### config.mk
export PLATFORM = sky130hd
export DESIGN_NAME = dma_xfer_ctrl
export DESIGN_NICKNAME = d
export VERILOG_FILES = /design/src/rtl/dma_pkg.sv /design/src/rtl/dma_reg_if.sv /design/src/rtl/dma_xfer_ctrl.sv
export SDC_FILE = /design/constraint.sdc
export NUM_CORES = 1
export LEC_CHECK = 0
export CAP_MARGIN = 20
export CORE_MARGIN = 2
export CORE_UTILIZATION = 50
export CTS_CLUSTER_SIZE = 28
export DETAILED_ROUTE_END_ITERATION = 7
export PLACE_DENSITY = 0.79
export RECOVER_POWER = 25
export SETUP_SLACK_MARGIN = 0.3
export SYNTH_ARGS = -nofsm -noshare
export SYNTH_HDL_FRONTEND = slang
export SYNTH_SLANG_ARGS = --single-unit
### constraint.sdc
create_clock -name clk -period 14 [get_ports clk]
set_clock_uncertainty 0.05 [all_clocks]
set_input_delay 2.8 -clock clk [delete_from_list [all_inputs] [get_ports clk]]
set_output_delay 2.8 -clock clk [all_outputs]
set_load 0.01 [all_outputs]
### src/rtl/dma_pkg.sv
// Shared definitions for the disk-to-memory DMA sequencer:
//   - register offsets (decoded on addr[3:2])
//   - FSM state encoding
//   - beat length / byte-strobe helpers and the strobed register-merge helper
package dma_pkg;

  localparam logic [3:0] DMA_REG_DISK_ADDR = 4'h0;
  localparam logic [3:0] DMA_REG_MEM_ADDR  = 4'h4;
  localparam logic [3:0] DMA_REG_T_SIZE    = 4'h8;
  localparam logic [3:0] DMA_REG_INIT_TRAN = 4'hC;

  typedef enum logic [1:0] {
    ST_IDLE,
    ST_DSK_RD,
    ST_MEM_WR,
    ST_DONE
  } dma_state_e;

  // Bytes moved in one beat: fill up to the next word boundary, but never
  // past the end of the transfer.
  function automatic logic [2:0] beat_len(input logic [1:0] off, input logic [31:0] remain);
    logic [2:0] room;
    room = 3'd4 - {1'b0, off};
    if (remain < {29'd0, room}) return remain[2:0];
    return room;
  endfunction

  // n contiguous byte lanes starting at lane 'off'.
  function automatic logic [3:0] beat_strb(input logic [1:0] off, input logic [2:0] n);
    logic [3:0] ones;
    ones = 4'((5'd1 << n) - 5'd1);
    return ones << off;
  endfunction

  function automatic logic [31:0] merge_strb(input logic [31:0] old_v, input logic [31:0] new_v,
                                             input logic [3:0] strb);
    logic [31:0] r;
    for (int i = 0; i < 4; i++) r[8*i +: 8] = strb[i] ? new_v[8*i +: 8] : old_v[8*i +: 8];
    return r;
  endfunction

endpackage

### src/rtl/dma_reg_if.sv
// Register slave for the DMA sequencer.
//   s_*        : bus slave request/response; s_ack is a one-cycle registered pulse
//                issued the cycle after s_cyc is sampled with s_ack low.
//   busy/interrupt : status from the sequencer, read back at INIT_TRAN.
//   start      : one-cycle pulse after an accepted INIT_TRAN write with bit0 set.
//   disk_addr/mem_addr/t_size : programmed values for the sequencer.
// Writes are byte-strobed and dropped (but still acked) while busy.
module dma_reg_if import dma_pkg::*; #(
  parameter int ADDR_W = 32,
  parameter int SIZE_W = 16
) (
  input  logic              clk,
  input  logic              rst_n,
  input  logic              s_cyc,
  input  logic              s_we,
  input  logic [3:0]        s_strb,
  input  logic [ADDR_W-1:0] s_addr,
  input  logic [31:0]       s_data_i,
  output logic              s_ack,
  output logic [31:0]       s_data_o,
  input  logic              busy,
  input  logic              interrupt,
  output logic              start,
  output logic [ADDR_W-1:0] disk_addr,
  output logic [ADDR_W-1:0] mem_addr,
  output logic [SIZE_W-1:0] t_size
);

  logic        sample, wr_ok;
  logic [3:0]  reg_off;
  logic [31:0] rd_mux;
  logic        unused_addr;

  assign sample      = s_cyc && !s_ack;
  assign wr_ok       = sample && s_we && !busy;
  assign reg_off     = {s_addr[3:2], 2'b00};
  assign unused_addr = ^{s_addr[ADDR_W-1:4], s_addr[1:0]};

  always_comb begin
    rd_mux = '0;
    case (reg_off)
      DMA_REG_DISK_ADDR: rd_mux = 32'(disk_addr);
      DMA_REG_MEM_ADDR:  rd_mux = 32'(mem_addr);
      DMA_REG_T_SIZE:    rd_mux = 32'(t_size);
      default:           rd_mux = {30'd0, interrupt, busy};
    endcase
  end

  always_ff @(posedge clk or negedge rst_n) begin
    if (!rst_n) begin
      s_ack     <= 1'b0;
      s_data_o  <= '0;
      start     <= 1'b0;
      disk_addr <= '0;
      mem_addr  <= '0;
      t_size    <= '0;
    end else begin
      s_ack <= sample;
      start <= wr_ok && (reg_off == DMA_REG_INIT_TRAN) && s_strb[0] && s_data_i[0];
      if (sample) s_data_o <= rd_mux;
      if (wr_ok) begin
        case (reg_off)
          DMA_REG_DISK_ADDR: disk_addr <= ADDR_W'(merge_strb(32'(disk_addr), s_data_i, s_strb));
          DMA_REG_MEM_ADDR:  mem_addr  <= ADDR_W'(merge_strb(32'(mem_addr), s_data_i, s_strb));
          DMA_REG_T_SIZE:    t_size    <= SIZE_W'(merge_strb(32'(t_size), s_data_i, s_strb));
          default: ;
        endcase
      end
    end
  end

endmodule

### src/rtl/dma_xfer_ctrl.sv
// Disk-to-memory DMA sequencer.
//   s_*   : register slave (DISK_ADDR, MEM_ADDR, T_SIZE, INIT_TRAN)
//   m_*   : memory write master, byte-strobed, held until m_ack
//   dsk_* : disk byte-read request (1..4 bytes, right-justified data)
//   interrupt : level completion flag, cleared by int_clear (set wins)
//   busy  : transfer in progress
// Each beat moves up to the next word boundary, so only the first beat can
// be unaligned; the last one may be short.
module dma_xfer_ctrl import dma_pkg::*; #(
  parameter int ADDR_W = 32,
  parameter int SIZE_W = 16
) (
  input  logic              clk,
  input  logic              rst_n,
  input  logic              s_cyc,
  input  logic              s_we,
  input  logic [3:0]        s_strb,
  input  logic [ADDR_W-1:0] s_addr,
  input  logic [31:0]       s_data_i,
  output logic              s_ack,
  output logic [31:0]       s_data_o,
  output logic              m_cyc,
  output logic              m_we,
  output logic [3:0]        m_strb,
  output logic [ADDR_W-1:0] m_addr,
  output logic [31:0]       m_data_o,
  input  logic              m_ack,
  input  logic [31:0]       m_data_i,
  output logic              dsk_rd_req,
  output logic [ADDR_W-1:0] dsk_addr,
  output logic [2:0]        dsk_len,
  input  logic              dsk_rd_vld,
  input  logic [31:0]       dsk_rd_data,
  output logic              interrupt,
  input  logic              int_clear,
  output logic              busy
);

  logic              start;
  logic [ADDR_W-1:0] disk_addr, mem_addr;
  logic [SIZE_W-1:0] t_size;

  dma_state_e        state;
  logic [ADDR_W-1:0] cur_dsk, cur_mem;
  logic [SIZE_W-1:0] remain, remain_nxt;
  logic [1:0]        off;
  logic [2:0]        n;
  logic              unused_rdata;

  dma_reg_if #(.ADDR_W(ADDR_W), .SIZE_W(SIZE_W)) u_regs (
    .clk       (clk),
    .rst_n     (rst_n),
    .s_cyc     (s_cyc),
    .s_we      (s_we),
    .s_strb    (s_strb),
    .s_addr    (s_addr),
    .s_data_i  (s_data_i),
    .s_ack     (s_ack),
    .s_data_o  (s_data_o),
    .busy      (busy),
    .interrupt (interrupt),
    .start     (start),
    .disk_addr (disk_addr),
    .mem_addr  (mem_addr),
    .t_size    (t_size)
  );

  // Beat geometry comes straight from the working registers, which only
  // move on m_ack, so it is stable across DSK_RD and MEM_WR of one beat.
  assign off          = cur_mem[1:0];
  assign n            = beat_len(off, 32'(remain));
  assign remain_nxt   = remain - SIZE_W'(n);
  assign dsk_addr     = cur_dsk;
  assign dsk_len      = n;
  assign m_addr       = {cur_mem[ADDR_W-1:2], 2'b00};
  assign unused_rdata = ^m_data_i;

  always_ff @(posedge clk or negedge rst_n) begin
    if (!rst_n) begin
      state      <= ST_IDLE;
      cur_dsk    <= '0;
      cur_mem    <= '0;
      remain     <= '0;
      busy       <= 1'b0;
      interrupt  <= 1'b0;
      dsk_rd_req <= 1'b0;
      m_cyc      <= 1'b0;
      m_we       <= 1'b0;
      m_strb     <= '0;
      m_data_o   <= '0;
    end else begin
      // Placed before the FSM so a completion in the same cycle overrides it.
      if (int_clear) interrupt <= 1'b0;
      case (state)
        ST_IDLE: if (start) begin
          cur_dsk <= disk_addr;
          cur_mem <= mem_addr;
          remain  <= t_size;
          busy    <= 1'b1;
          if (t_size == '0) state <= ST_DONE;
          else begin
            state      <= ST_DSK_RD;
            dsk_rd_req <= 1'b1;
          end
        end
        ST_DSK_RD: if (dsk_rd_vld) begin
          dsk_rd_req <= 1'b0;
          m_data_o   <= dsk_rd_data << {off, 3'b000};
          m_strb     <= beat_strb(off, n);
          m_cyc      <= 1'b1;
          m_we       <= 1'b1;
          state      <= ST_MEM_WR;
        end
        ST_MEM_WR: if (m_ack) begin
          m_cyc   <= 1'b0;
          m_we    <= 1'b0;
          cur_mem <= cur_mem + ADDR_W'(n);
          cur_dsk <= cur_dsk + ADDR_W'(n);
          remain  <= remain_nxt;
          if (remain_nxt != '0) begin
            state      <= ST_DSK_RD;
            dsk_rd_req <= 1'b1;
          end else state <= ST_DONE;
        end
        default: begin
          interrupt <= 1'b1;
          busy      <= 1'b0;
          state     <= ST_IDLE;
        end
      endcase
    end
  end

endmodule
-- Yosys cells after proc, flatten, opt, wreduce, memory -nomap -nowiden
Cells that the tools add are included.
- bits in registers: 236
- logic and storage cells: 109
- add/sub/neg operators: 5
- $lt $le $gt $ge: 1
- eq/ne operators: 11
- shift-type cells: 3
- muxes and demuxes: 32
- bitwise operators: 1
- reduce and logical (&&, ||, !) cells: 33
- operators by type and width (operator ; number):
    $mux 32 ; 4
    $pmux 32 s2 ; 2
    $pmux 32 s3 ; 1
    $add 32x3->32 ; 2
    $reduce_and 3->1 ; 13
    $mux 16 ; 2
    $pmux 16 s2 ; 1
    $shl 32x5->32 ; 1
    $logic_not 16->1 ; 1
    $lt 16x3->1 ; 1
    $reduce_bool 16->1 ; 1
    $sub 16x3->16 ; 1
    $mux 1 ; 11
    $mux 2 ; 5
    $ne 2x2->1 const B ; 4
    $eq 2x2->1 const B ; 3
    $logic_and 1x1->1 ; 6
    $mux 3 ; 2
    $pmux 2 s3 ; 1
    $reduce_and 6->1 ; 1
    $eq 2x1->1 const B ; 2
    $logic_not 4->1 ; 1
    $ne 2x1->1 const B ; 2
    $pmux 1 s2 ; 2
    13 further kinds ; 16

-- Longest topological paths before layout
Gate-level depths: netlist of the first run.
- depth after elaboration: 9
- depth in mapped cells: 18

-- By module
A second synthesis of the first run with hierarchy kept.
- cell total of the unflattened synthesis: 1243
- area, all modules: 12759.7 µm²
- modules (own cells, without submodules) (module ; instances ; cells an instance ; area each (µm²) ; seq. area each (µm²)):
    dma_xfer_ctrl ; 1 ; 884 ; 7781.2 ; 3052.9
    dma_reg_if ; 1 ; 359 ; 4978.5 ; 2852.7

-- Least setup slack after synthesis of the first run
No wires, ideal clock.
- path type: flip-flop to output port
- start point: register cur_mem[1]
- end point: output port dsk_len[1]
- arrival time: 2788 ps
- required time: 11150 ps
- setup slack: 8362 ps
- cell stages (with the launch flop): 9
- path buffers: 1
- cell sequence: dfrtp_1 -> buf_1 -> inv_1 -> ha_1 -> inv_1 -> ha_1 -> a21oi_1 -> o21ai_1 -> o21ai_0
- word-level cells in the longest chain between the ends: 4
- RTL lines (what ; RTL line ; source):
    start: declaration ; dma_xfer_ctrl.sv:44 ; logic [ADDR_W-1:0] cur_dsk, cur_mem;
    start signal: assignment ; dma_xfer_ctrl.sv:97 ; cur_mem <= mem_addr;
    start signal: assignment ; dma_xfer_ctrl.sv:117 ; cur_mem <= cur_mem + ADDR_W'(n);
    $sub 3x2->3 * ; dma_pkg.sv:23 ; room = 3'd4 - {1'b0, off};
    $lt 16x3->1 ; dma_pkg.sv:24 ; if (remain < {29'd0, room}) return remain[2:0];
    $mux 1 ; dma_pkg.sv:24 ;
    $mux 3 * ; dma_pkg.sv:25 ; return room;
    end: declaration ; dma_xfer_ctrl.sv:31 ; output logic [2:0] dsk_len,
Mark *: on every way between the ends. The rest lies on a longest branch, timed or not.

==> impl_summary.txt, run 1 <==
----------------------------------------------------
[Clocking]
  H-Tree Depth ... 1
  Count of hold-fix buffers inserted at cts ... 0
  CTS tree ... built
  Resize count post-CTS ... 0
  Insertion delay of the later-clocked pin in the worst-skew pair ... 0.55 ns
  Buffers from clock root to sink, at most ... 3
  CTS Buf Count ... 26
  Post-CTS Repair Setup Buffers ... 0
  Root Driver ... sky130_fd_sc_hd__clkbuf_16
  TritonCTS Sinks ... 236
  Clock input transition at the sequential cells of the worst setup and hold paths ... 0.06 ns

[STA]
  Unrepaired setup endpoints after global routing ... no
  Transition time at the pin with the least slew margin ... 5.502 ns
  Post-Route Hold Slack ... 0.4286 ns
  Post-layout minimum cycle time ... 8.237 ns
  Ratio of final minimum period to clock period ... 58.84%
  Number of hold violations in the final report ... 0
  Final count of negative-setup-slack endpoints ... 0
  Max Transition Viols Final ... 195
  Timing-limited maximum frequency ... 0.1214 GHz
  Headroom to the max-slew limit ... -266.8%
  Aggregate negative setup slack ... 0 ns

[Worst setup path]
  Category of the worst setup path capture point ... async pin
  Arrival time of the worst setup path ... 8.69 ns
  Endpoint required time on the critical path ... 14.46 ns
  Type of the setup path with the least slack ... in -> async
  Critical path launch point type ... input port
  Critical path peak fanout ... 100

[Routing]
  Total via count after detailed routing ... 10,518
  Number of detailed-routing iterations run before antenna repair ... 5
  Final Routed Wirelength ... 35,050 um
  Antenna Violating Nets Remaining ... 0
  Post-DR wirelength/cell ... approximately 20 um
  DRC errors left ... 0
  Via-to-Cell Ratio ... slightly above 6
  DRC marker count from the first detailed-route iteration ... 911

[Synth]
  Most common cell in the synthesized netlist ... sky130_fd_sc_hd__dfrtp_1
  EDFF count, synth ... 0
  Synthesized instance count ... 1,234
  FFs w/ async S/R, synth ... 100.0%
  Avg Inst Size Synth ... 10.09 um2
  Dominant register cell in the synthesized netlist ... sky130_fd_sc_hd__dfrtp_1
  Synthesized area ... 0.01245 mm2
  Most frequent cells after synthesis ... sky130_fd_sc_hd__dfrtp_1, sky130_fd_sc_hd__nand2_1, sky130_fd_sc_hd__a21oi_1
  Post-synth top area share ... 47.43%
  Count of unique library cells instantiated by Yosys ... 65
  Post-synthesis sequential element count ... approximately 240
  Share of the yosys chip area belonging to registers ... 47.43%
  Leading cell types by total area after synthesis ... sky130_fd_sc_hd__dfrtp_1, sky130_fd_sc_hd__mux2_2, sky130_fd_sc_hd__mux2i_1, sky130_fd_sc_hd__a21oi_1, sky130_fd_sc_hd__o21ai_0
  Synthesis warning total ... 0
  Biggest area consumer among synthesized cells ... sky130_fd_sc_hd__dfrtp_1

[Power and ir drop]
  Power density over the cells ... about 230 mW/mm2
  Net switching fraction of the power ... 40.53%
  Sw power ... 1.424 mW
  Sequential cell fraction of total power ... between 30% and 40%
  Highest ir drop seen on vdd ... ~0.00013 V
  Clk pwr share ... a little under a fifth
  Leak Pwr ... 6.632 nW
  Gate power share ... 46.1%
  Total internal power ... around 2.1 mW
  Sum of internal, switching and leakage power ... 3.514 mW

[Final layout]
  Post-layout net count ... 1,558
  Share of cells above drive strength 1 ... 12.64%
  Area Growth Syn to Fin ... 24.60%
  Non-Filler Cell Area, Final ... 0.01551 mm2
  Number of standard cells in the final layout excluding fillers ... 1,741
  Number of fill cells ... 1,988

[Floorplan]
  Die extent in y ... 161.8 um
  Starting density of the core ... 51.05%
  I/O pin total ... 280
  Row Count ... 57
  Die Area ... around 0.026 mm2
  Core outline area ... 0.02439 mm2
  Die span in x ... roughly 160 um

[Run]
  Max Cap Viol ... 3

[Placed design]
  Placed cell areas ... ~0.015 mm2
  DP Cell Count ... 1,689
  Routability congestion estimate from global placement ... 0.9182
  Port bufs ... 215
  Placed wire-length estimate ... 23,750 um

[Global routing]
  Number of global-route vias before repair ... 10,209
  Maximum number of pins on one net before global-route repair ... 101
  Total global routing track utilization ... 26.36%
  Initial antenna violation count ... 1
  Sum of overflow across all layers after global routing ... 0
  Wire length of the first global-routing pass ... 55,450 um

[Status]
  Result of the run ... finished, violations left
  Violated checks ... capacitance limit, slew limit

[Min path]
  Min-Delay Path Class ... reg -> reg

----------------------------------------------------
[stage by stage]
step / util, % / worst slack, ns
finish: 63.61 / 5.763
global route: 63.60 / 4.534
CTS: 63.47 / 7.431
detailed placement: 60.01 / 7.992
global placement: 60.01 / 8.063
floorplan: - / 8.362
[worst max-delay path, stage by stage]
cell                       delay [ns]
sky130_fd_sc_hd__clkbuf_1        3.74
sky130_fd_sc_hd__buf_4           1.12
sky130_fd_sc_hd__buf_4           0.86
[power groups by stage]
stage                     clock network, mW  registers [mW]  logic (mW)
after floorplan                           0            1.19        1.01
after global placement                    0            1.21        1.55
after detailed placement                  0            1.22        1.59
after CTS                             0.688            1.21        1.61
after global routing                  0.713            1.25        1.77
final                                 0.674            1.22        1.62
[registers in the layout, summed over array words and instances (netlist names)]
| register | count |
|---|---|
| busy | 1 |
| cur_mem | 32 |
| dsk_addr | 32 |
| dsk_rd_req | 1 |
| interrupt | 1 |
| m_data_o | 32 |
| m_strb | 4 |
| m_we | 1 |
| remain | 16 |
| state | 2 |
| u_regs.disk_addr | 32 |
| u_regs.mem_addr | 32 |
| u_regs.s_ack | 1 |
| u_regs.s_data_o | 32 |
| u_regs.start | 1 |
| u_regs.t_size | 16 |
[final cells by class]
class,count,area (um2),area share [%]
timing repair buffer,235,2296,14.80
tap,324,405.4,2.613
antenna,1,2.502,0.01613
sequential,236,5906,38.06
inverter,26,97.59,0.6290
clock inverter,8,78.83,0.5081
clock buffer,38,765.7,4.935
multi-input combinational,873,5963,38.44
[metal layers]
metal,track usage [%],vias to the layer above,part of all wire (%),wire length (um)
li1,-,4839,-,-
met3,6.461,77,8.8,3085
met2,41.62,444,46,16050
met1,35.89,5158,42,14800
met4,8.769,0,3.2,1106
met5,0,-,0,0
[cells by family after synthesis]
logic type	share of synthesized area, %
and+or+nand+nor	14.31
AOI/OAI and AO/OA	16.07
DFF	47.43
muxes	14.45
buffers and inverters	4.863
adders and majority gates	2.291
xor gates and xnor gates	0.5626
other	0.03012
[cells in the final DEF (no fill, tap or decap), types with 18 or more instances in the layout]
master                            instances
sky130_fd_sc_hd__nand2_1                113
sky130_fd_sc_hd__nor2_1                  60
sky130_fd_sc_hd__clkdlybuf4s50_1        209
sky130_fd_sc_hd__o22ai_1                 56
sky130_fd_sc_hd__and3_1                  18
sky130_fd_sc_hd__mux2_2                  90
sky130_fd_sc_hd__dfrtp_1                236
sky130_fd_sc_hd__a21oi_1                104
sky130_fd_sc_hd__mux2i_1                 74
sky130_fd_sc_hd__nor3_1                  20
sky130_fd_sc_hd__nand4_1                 28
sky130_fd_sc_hd__clkbuf_16               26
sky130_fd_sc_hd__nand3_1                 30
sky130_fd_sc_hd__inv_1                   25
sky130_fd_sc_hd__o21ai_0                 91
[final timing paths]
path                                                  end  slack [ns]                           start  cells past startpoint
setup / recovery                 m_data_o[27]$_DFFE_PN0P_        5.76                           rst_n                      3
hold / removal             u_regs.s_data_o[9]$_DFFE_PN0P_        0.43  u_regs.s_data_o[9]$_DFFE_PN0P_                      2
setup reg to reg                  cur_mem[20]$_DFFE_PN0P_        8.90          cur_mem[0]$_DFFE_PN0P_                     16
hold reg to reg            u_regs.s_data_o[9]$_DFFE_PN0P_        0.43  u_regs.s_data_o[9]$_DFFE_PN0P_                      2
max in group clk                               dsk_len[0]        7.41          cur_mem[0]$_DFFE_PN0P_                      9
min in group asynchronous        m_data_o[21]$_DFFE_PN0P_        4.21                           rst_n                      1
Note: power is estimated with default switching activity, not from simulation.
==> run 2, diff against run 1 <==
--- a/config.mk
+++ b/config.mk
@@ -7,10 +7,10 @@
 export LEC_CHECK = 0
 export CAP_MARGIN = 20
 export CORE_MARGIN = 2
-export CORE_UTILIZATION = 50
+export CORE_UTILIZATION = 46
 export CTS_CLUSTER_SIZE = 28
 export DETAILED_ROUTE_END_ITERATION = 7
-export PLACE_DENSITY = 0.79
+export PLACE_DENSITY = 0.77
 export RECOVER_POWER = 25
 export SETUP_SLACK_MARGIN = 0.3
 export SYNTH_ARGS = -nofsm -noshare
==> constraint.sdc (replaced) <==
create_clock -name clk -period 7.4 [get_ports clk]
set_clock_uncertainty 0.05 [all_clocks]
set_input_delay 1.48 -clock clk [delete_from_list [all_inputs] [get_ports clk]]
set_output_delay 1.48 -clock clk [all_outputs]
set_load 0.01 [all_outputs]
==> impl_summary.txt, run 2 (synthesized netlist as in run 1, its figures left out) <==
----------------------------------------------------
[Floorplan]
  Die span in x ... 168.5 um
  Row Count ... 60
  I/O pin total ... 280
  Die extent in y ... 168.5 um
  Starting density of the core ... 46.46%
  Core outline area ... 0.02680 mm2
  Die Area ... 0.02840 mm2

[Clocking]
  Insertion delay of the later-clocked pin in the worst-skew pair ... 0.53 ns
  Resize count post-CTS ... 0
  CTS tree ... built
  TritonCTS Sinks ... 236
  CTS Buf Count ... 26
  Root Driver ... sky130_fd_sc_hd__clkbuf_16
  Clock input transition at the sequential cells of the worst setup and hold paths ... 0.06 ns
  Count of hold-fix buffers inserted at cts ... 0
  Post-CTS Repair Setup Buffers ... 0
  H-Tree Depth ... 1
  Buffers from clock root to sink, at most ... 3

[Min path]
  Min-Delay Path Class ... reg -> reg
  Hold depth ... 2

[STA]
  Ratio of final minimum period to clock period ... 68.63%
  Transition time at the pin with the least slew margin ... 1.551 ns
  Headroom to the max-slew limit ... -3.384%
  Post-layout minimum cycle time ... 5.078 ns
  Aggregate negative setup slack ... 0 ns
  Unrepaired setup endpoints after global routing ... no
  Max Transition Viols Final ... 39
  Final count of negative-setup-slack endpoints ... 0
  Timing-limited maximum frequency ... 0.1969 GHz
  Number of hold violations in the final report ... 0

[Routing]
  Number of detailed-routing iterations run before antenna repair ... 5
  Post-DR wirelength/cell ... around 20 um
  Total via count after detailed routing ... 10,521
  Via-to-Cell Ratio ... 5.981
  DRC errors left ... 0
  DRC marker count from the first detailed-route iteration ... roughly 690
  Final Routed Wirelength ... about 35,000 um
  Antenna Violating Nets Remaining ... 0

[Worst setup path]
  Startpoint of the worst register-to-register path ... cur_mem[0]$_DFFE_PN0P_
  Worst reg2reg path endpoint ... cur_mem[20]$_DFFE_PN0P_
  Type of the setup path with the least slack ... reg -> out
  Launching instance or port of the critical path ... cur_mem[0]$_DFFE_PN0P_
  Register-to-register setup slack ... ~2.7 ns
  Buffers plus inverters on the worst setup path ... 3
  Cell with the largest stage delay on the worst path ... sky130_fd_sc_hd__clkdlybuf4s50_1
  Last element of the critical path ... dsk_len[0]
  Critical path launch point type ... register
  Slowest cell delay on critical path ... a little under 0.7 ns
  Endpoint required time on the critical path ... 5.87 ns
  Register-to-Register Path Depth ... 16
  Crit-path cells ... inv_1, ha_1, inv_1, ha_1, nor3_1, and4_1, o21ai_1, o21ai_0, clkdlybuf4s50_1
  Critical path peak fanout ... 10
  Levels on crit path ... 9
  Arrival time of the worst setup path ... 3.55 ns
  Family with the most delay on the worst path ... buffers and inverters
  Category of the worst setup path capture point ... output pin

[Final layout]
  Multi-input gate area ... 0.005961 mm2
  Number of fill cells ... approximately 2,200
  Most common library cell in the layout ignoring fill and taps ... sky130_fd_sc_hd__dfrtp_1
  Sequential standard cell area ... 0.005906 mm2
  Share of cells above drive strength 1 ... between 10 and 15%
  Area Growth Syn to Fin ... 24.92%
  Diodes inserted ... 0
  Post-layout net count ... 1,559
  Non-Filler Cell Area, Final ... 0.01555 mm2
  Top library cells by usage in the layout, fill and taps aside ... sky130_fd_sc_hd__dfrtp_1, sky130_fd_sc_hd__clkdlybuf4s50_1, sky130_fd_sc_hd__nand2_1, sky130_fd_sc_hd__a21oi_1, sky130_fd_sc_hd__o21ai_0

[Status]
  Result of the run ... finished, violations left
  Violated checks ... capacitance limit, slew limit

[Global routing]
  Total global routing track utilization ... 24.46%
  Initial antenna violation count ... 3
  Number of global-route vias before repair ... around 10,000
  Maximum number of pins on one net before global-route repair ... between 100 and 150
  Sum of overflow across all layers after global routing ... 0
  Wire length of the first global-routing pass ... 56,020 um

[Power and ir drop]
  Highest ir drop seen on vdd ... around 0.00024 V
  Power density over the cells ... 426.8 mW/mm2
  Leak Pwr ... approximately 6.6 nW

[Placed design]
  Routability congestion estimate from global placement ... between 0.9 and 1
  Placed cell areas ... 0.01466 mm2
  Placed wire-length estimate ... 24,150 um
  Port bufs ... 215

[Run]
  Max Cap Viol ... 1

----------------------------------------------------
## run 2: cell count changes in the layout (fill, tap and decap cells not counted), sizes merged
cell and change:
diode -1, clkinv +2, clkdlybuf4s50 +2, clkinvlp +1
buf +1, dlygate4sd3 -2, clkbuf -2
## run 2: metal layers
| metal | up-vias | GRT usage (%) | wire, um |
|---|---|---|---|
| met5 | - | 0 | 23 |
| met4 | 4 | 7.721 | 1039 |
| met3 | 75 | 5.167 | 2903 |
| met2 | 436 | 39.09 | 16290 |
| met1 | 5148 | 33.60 | 15140 |
| li1 | 4858 | - | - |
## run 2: how the worst min path moves through the flow
stage / start / end / slack (ns)
2_1_floorplan: cur_mem[2]$_DFFE_PN0P_ / cur_mem[2]$_DFFE_PN0P_ / 0.43
3_3_place_gp: u_regs.s_data_o[1]$_DFFE_PN0P_ / u_regs.s_data_o[1]$_DFFE_PN0P_ / 0.41
3_5_place_dp: u_regs.s_data_o[1]$_DFFE_PN0P_ / u_regs.s_data_o[1]$_DFFE_PN0P_ / 0.42
4_1_cts: u_regs.s_data_o[1]$_DFFE_PN0P_ / u_regs.s_data_o[1]$_DFFE_PN0P_ / 0.43
5_1_grt: u_regs.s_data_o[5]$_DFFE_PN0P_ / u_regs.s_data_o[5]$_DFFE_PN0P_ / 0.45
6_report: u_regs.s_data_o[1]$_DFFE_PN0P_ / u_regs.s_data_o[1]$_DFFE_PN0P_ / 0.42
## run 2: power breakdown
part / internal (mW) / switching [mW]
Sequential: 1.77 / 0.538
Clock: 0.749 / 0.527
Combinational: 1.42 / 1.63
## run 2: metrics by stage
| stage | util (%) | power (mW) | hold slack, ns | setup WS, ns | cells |
|---|---|---|---|---|---|
| 4_1_cts | 57.86 | 6.624 | 0.4291 | 1.890 | 1754 |
| 2_1_floorplan | - | 4.154 | 0.4289 | 2.739 | 1235 |
| 6_report | 58.04 | 6.638 | 0.4220 | 2.322 | 1759 |
| 3_5_place_dp | 54.71 | 5.326 | 0.4162 | 2.255 | 1707 |
| 3_3_place_gp | 54.65 | 5.215 | 0.4124 | 2.466 | 1705 |
| 5_1_grt | 58.04 | 7.055 | 0.4516 | 2.073 | 1759 |
## run 2: final cells by class
| type | count | area share, % |
|---|---|---|
| well taps | 341 | 2.743 |
| clock inverters | 11 | 0.5470 |
| inverters | 26 | 0.6274 |
| clock buffers | 36 | 4.883 |
| repair buffers | 236 | 14.91 |
| multi-input cells | 873 | 38.32 |
| flip-flops and latches | 236 | 37.97 |
## run 2: worst min-delay path: cells and delay by family, from the launching register on
family,cells,cell delay (ns)
flops,1,0.34
simple gates,2,0.11
==> run 3, diff against run 2 <==
--- a/config.mk
+++ b/config.mk
@@ -7,10 +7,10 @@
 export LEC_CHECK = 0
 export CAP_MARGIN = 20
 export CORE_MARGIN = 2
-export CORE_UTILIZATION = 46
+export CORE_UTILIZATION = 50
 export CTS_CLUSTER_SIZE = 28
 export DETAILED_ROUTE_END_ITERATION = 7
-export PLACE_DENSITY = 0.77
+export PLACE_DENSITY = 0.79
 export RECOVER_POWER = 25
 export SETUP_SLACK_MARGIN = 0.3
 export SYNTH_ARGS = -nofsm -noshare
==> constraint.sdc (replaced) <==
create_clock -name clk -period 5.3 [get_ports clk]
set_clock_uncertainty 0.05 [all_clocks]
set_input_delay 1.06 -clock clk [delete_from_list [all_inputs] [get_ports clk]]
set_output_delay 1.06 -clock clk [all_outputs]
set_load 0.01 [all_outputs]
==> impl_summary.txt, run 3 (synthesized netlist as in run 1, its figures left out) <==
----------------------------------------------------
[Power and ir drop]
  Highest ir drop seen on vdd ... 0.0003210 V
  Clk pwr share ... between 10% and 20%
  Leak Pwr ... 6.651 nW
  Gate power share ... 46.6%
  Sequential cell fraction of total power ... 34.8%
  Power density over the cells ... 596.6 mW/mm2
  Total internal power ... approximately 5.5 mW
  Sw power ... 3.765 mW
  Net switching fraction of the power ... 40.65%

[Routing]
  Post-DR wirelength/cell ... 20.32 um
  Total via count after detailed routing ... 10,546
  Antenna Violating Nets Remaining ... 0
  DRC errors left ... 0
  Final Routed Wirelength ... approximately 35,000 um
  Number of detailed-routing iterations run before antenna repair ... 6
  DRC marker count from the first detailed-route iteration ... 899
  Via-to-Cell Ratio ... 6.050

[Worst setup path]
  Type of the setup path with the least slack ... reg -> out
  Category of the worst setup path capture point ... output pin
  Family with the most delay on the worst path ... buffers and inverters
  Cell repeated most along the worst path ... sky130_fd_sc_hd__inv_1
  Arrival time of the worst setup path ... ~3.4 ns
  Buffers plus inverters on the worst setup path ... 4
  Critical path launch point type ... register
  Slowest cell delay on critical path ... 0.54 ns
  Critical path peak fanout ... 10
  Cell with the largest stage delay on the worst path ... sky130_fd_sc_hd__o21ai_1
  Crit-path cells ... inv_1, ha_1, inv_1, ha_1, a21oi_1, o21ai_1, mux2i_1, inv_1, clkdlybuf4s50_1
  Endpoint required time on the critical path ... 4.19 ns

[STA]
  Number of hold violations in the final report ... 0
  Unrepaired setup endpoints after global routing ... no
  Transition time at the pin with the least slew margin ... approximately 2.4 ns
  Aggregate negative setup slack ... 0 ns
  Ratio of final minimum period to clock period ... 85.81%
  Timing-limited maximum frequency ... approximately 0.22 GHz
  Final count of negative-setup-slack endpoints ... 0
  Max Transition Viols Final ... 130
  Post-layout minimum cycle time ... 4.548 ns
  Post-Route Hold Slack ... 0.4268 ns
  Headroom to the max-slew limit ... -58.72%

[Placed design]
  Placed wire-length estimate ... 24,320 um
  Routability congestion estimate from global placement ... 0.9166
  Port bufs ... 215
  Placed cell areas ... roughly 0.015 mm2

[Floorplan]
  I/O pin total ... 280
  Core outline area ... 0.02439 mm2
  Die extent in y ... 161.8 um
  Die span in x ... 161.8 um
  Die Area ... 0.02618 mm2
  Starting density of the core ... 51.05%
  Row Count ... 57

[Final layout]
  Non-Filler Cell Area, Final ... 0.01552 mm2
  Area Growth Syn to Fin ... 24.68%
  Top library cells by usage in the layout, fill and taps aside ... sky130_fd_sc_hd__dfrtp_1, sky130_fd_sc_hd__clkdlybuf4s50_1, sky130_fd_sc_hd__nand2_1, sky130_fd_sc_hd__a21oi_1, sky130_fd_sc_hd__o21ai_0
  Most common library cell in the layout ignoring fill and taps ... sky130_fd_sc_hd__dfrtp_1
  Post-layout net count ... 1,562
  Share of cells above drive strength 1 ... 12.98%

[Clocking]
  Buffers from clock root to sink, at most ... 3
  Root Driver ... sky130_fd_sc_hd__clkbuf_16
  CTS Buf Count ... 25
  Resize count post-CTS ... 0
  Post-CTS Repair Setup Buffers ... 0
  Count of hold-fix buffers inserted at cts ... 0
  H-Tree Depth ... 1
  Clock input transition at the sequential cells of the worst setup and hold paths ... 0.06 ns
  CTS tree ... built
  Insertion delay of the later-clocked pin in the worst-skew pair ... 0.53 ns
  TritonCTS Sinks ... 236

[Status]
  Violated checks ... capacitance limit, slew limit
  Result of the run ... finished, violations left

[Global routing]
  Initial antenna violation count ... 1
  Sum of overflow across all layers after global routing ... 0
  Maximum number of pins on one net before global-route repair ... 99
  Number of global-route vias before repair ... between 10,000 and 15,000
  Total global routing track utilization ... between 20% and 30%
  Wire length of the first global-routing pass ... 56,560 um

[Min path]
  Min-Delay Path Class ... reg -> reg

[Run]
  Max Cap Viol ... 2

----------------------------------------------------
-- run 3: worst min-delay path: stages, from the launching register on --
cell,delay [ns]
sky130_fd_sc_hd__dfrtp_1,0.34
sky130_fd_sc_hd__nand2_1,0.05
sky130_fd_sc_hd__o21ai_0,0.06
-- run 3: per-stage QoR --
stage                     utilization, %  power (mW)  setup WS, ns  instances
after floorplan                        -       5.800        0.6390       1235
after global placement             60.28       7.331        0.7652       1696
after detailed placement           60.39       7.513        0.6555       1697
after CTS                          63.64       9.266        0.6262       1740
after global routing               63.64       9.849        0.4337       1742
final                              63.65       9.262        0.7520       1743
-- run 3: layout make-up --
cell class	count	area (um2)
clock inverters	8	68.82
diodes	1	2.502
inverters	26	97.59
multi-input cells	873	5963
flip-flops and latches	236	5906
well taps	324	405.4
fillers	1977	8866
clock buffers	35	723.2
repair buffers	240	2359
-- run 3: routing by layer --
metal,vias to the layer above,track usage [%],part of all wire (%)
met3,88,6.027,8.2
li1,4836,-,-
met2,459,43.09,46
met4,0,7.039,2.8
met1,5163,37.21,43
met5,-,0,0
-- run 3: final timing paths --
kind	start	to	slack, ns	cells after the start
setup / recovery	cur_mem[0]$_DFFE_PN0P_	dsk_len[2]	0.75	9
hold / removal	u_regs.s_data_o[12]$_DFFE_PN0P_	u_regs.s_data_o[12]$_DFFE_PN0P_	0.43	2
setup reg to reg	cur_mem[0]$_DFFE_PN0P_	dsk_addr[26]$_DFFE_PN0P_	0.88	15
hold reg to reg	u_regs.s_data_o[12]$_DFFE_PN0P_	u_regs.s_data_o[12]$_DFFE_PN0P_	0.43	2
max in group asynchronous	rst_n	u_regs.s_data_o[20]$_DFFE_PN0P_	2.26	2
min in group asynchronous	rst_n	m_data_o[5]$_DFFE_PN0P_	1.18	1
-- run 3: power by group through the flow --
stage | Combinational (mW) | Sequential (mW) | Clock, mW
6_report | 4.32 | 3.22 | 1.72
5_1_grt | 4.71 | 3.32 | 1.82
4_1_cts | 4.32 | 3.20 | 1.74
3_5_place_dp | 4.29 | 3.23 | 0
3_3_place_gp | 4.14 | 3.19 | 0
2_1_floorplan | 2.66 | 3.14 | 0
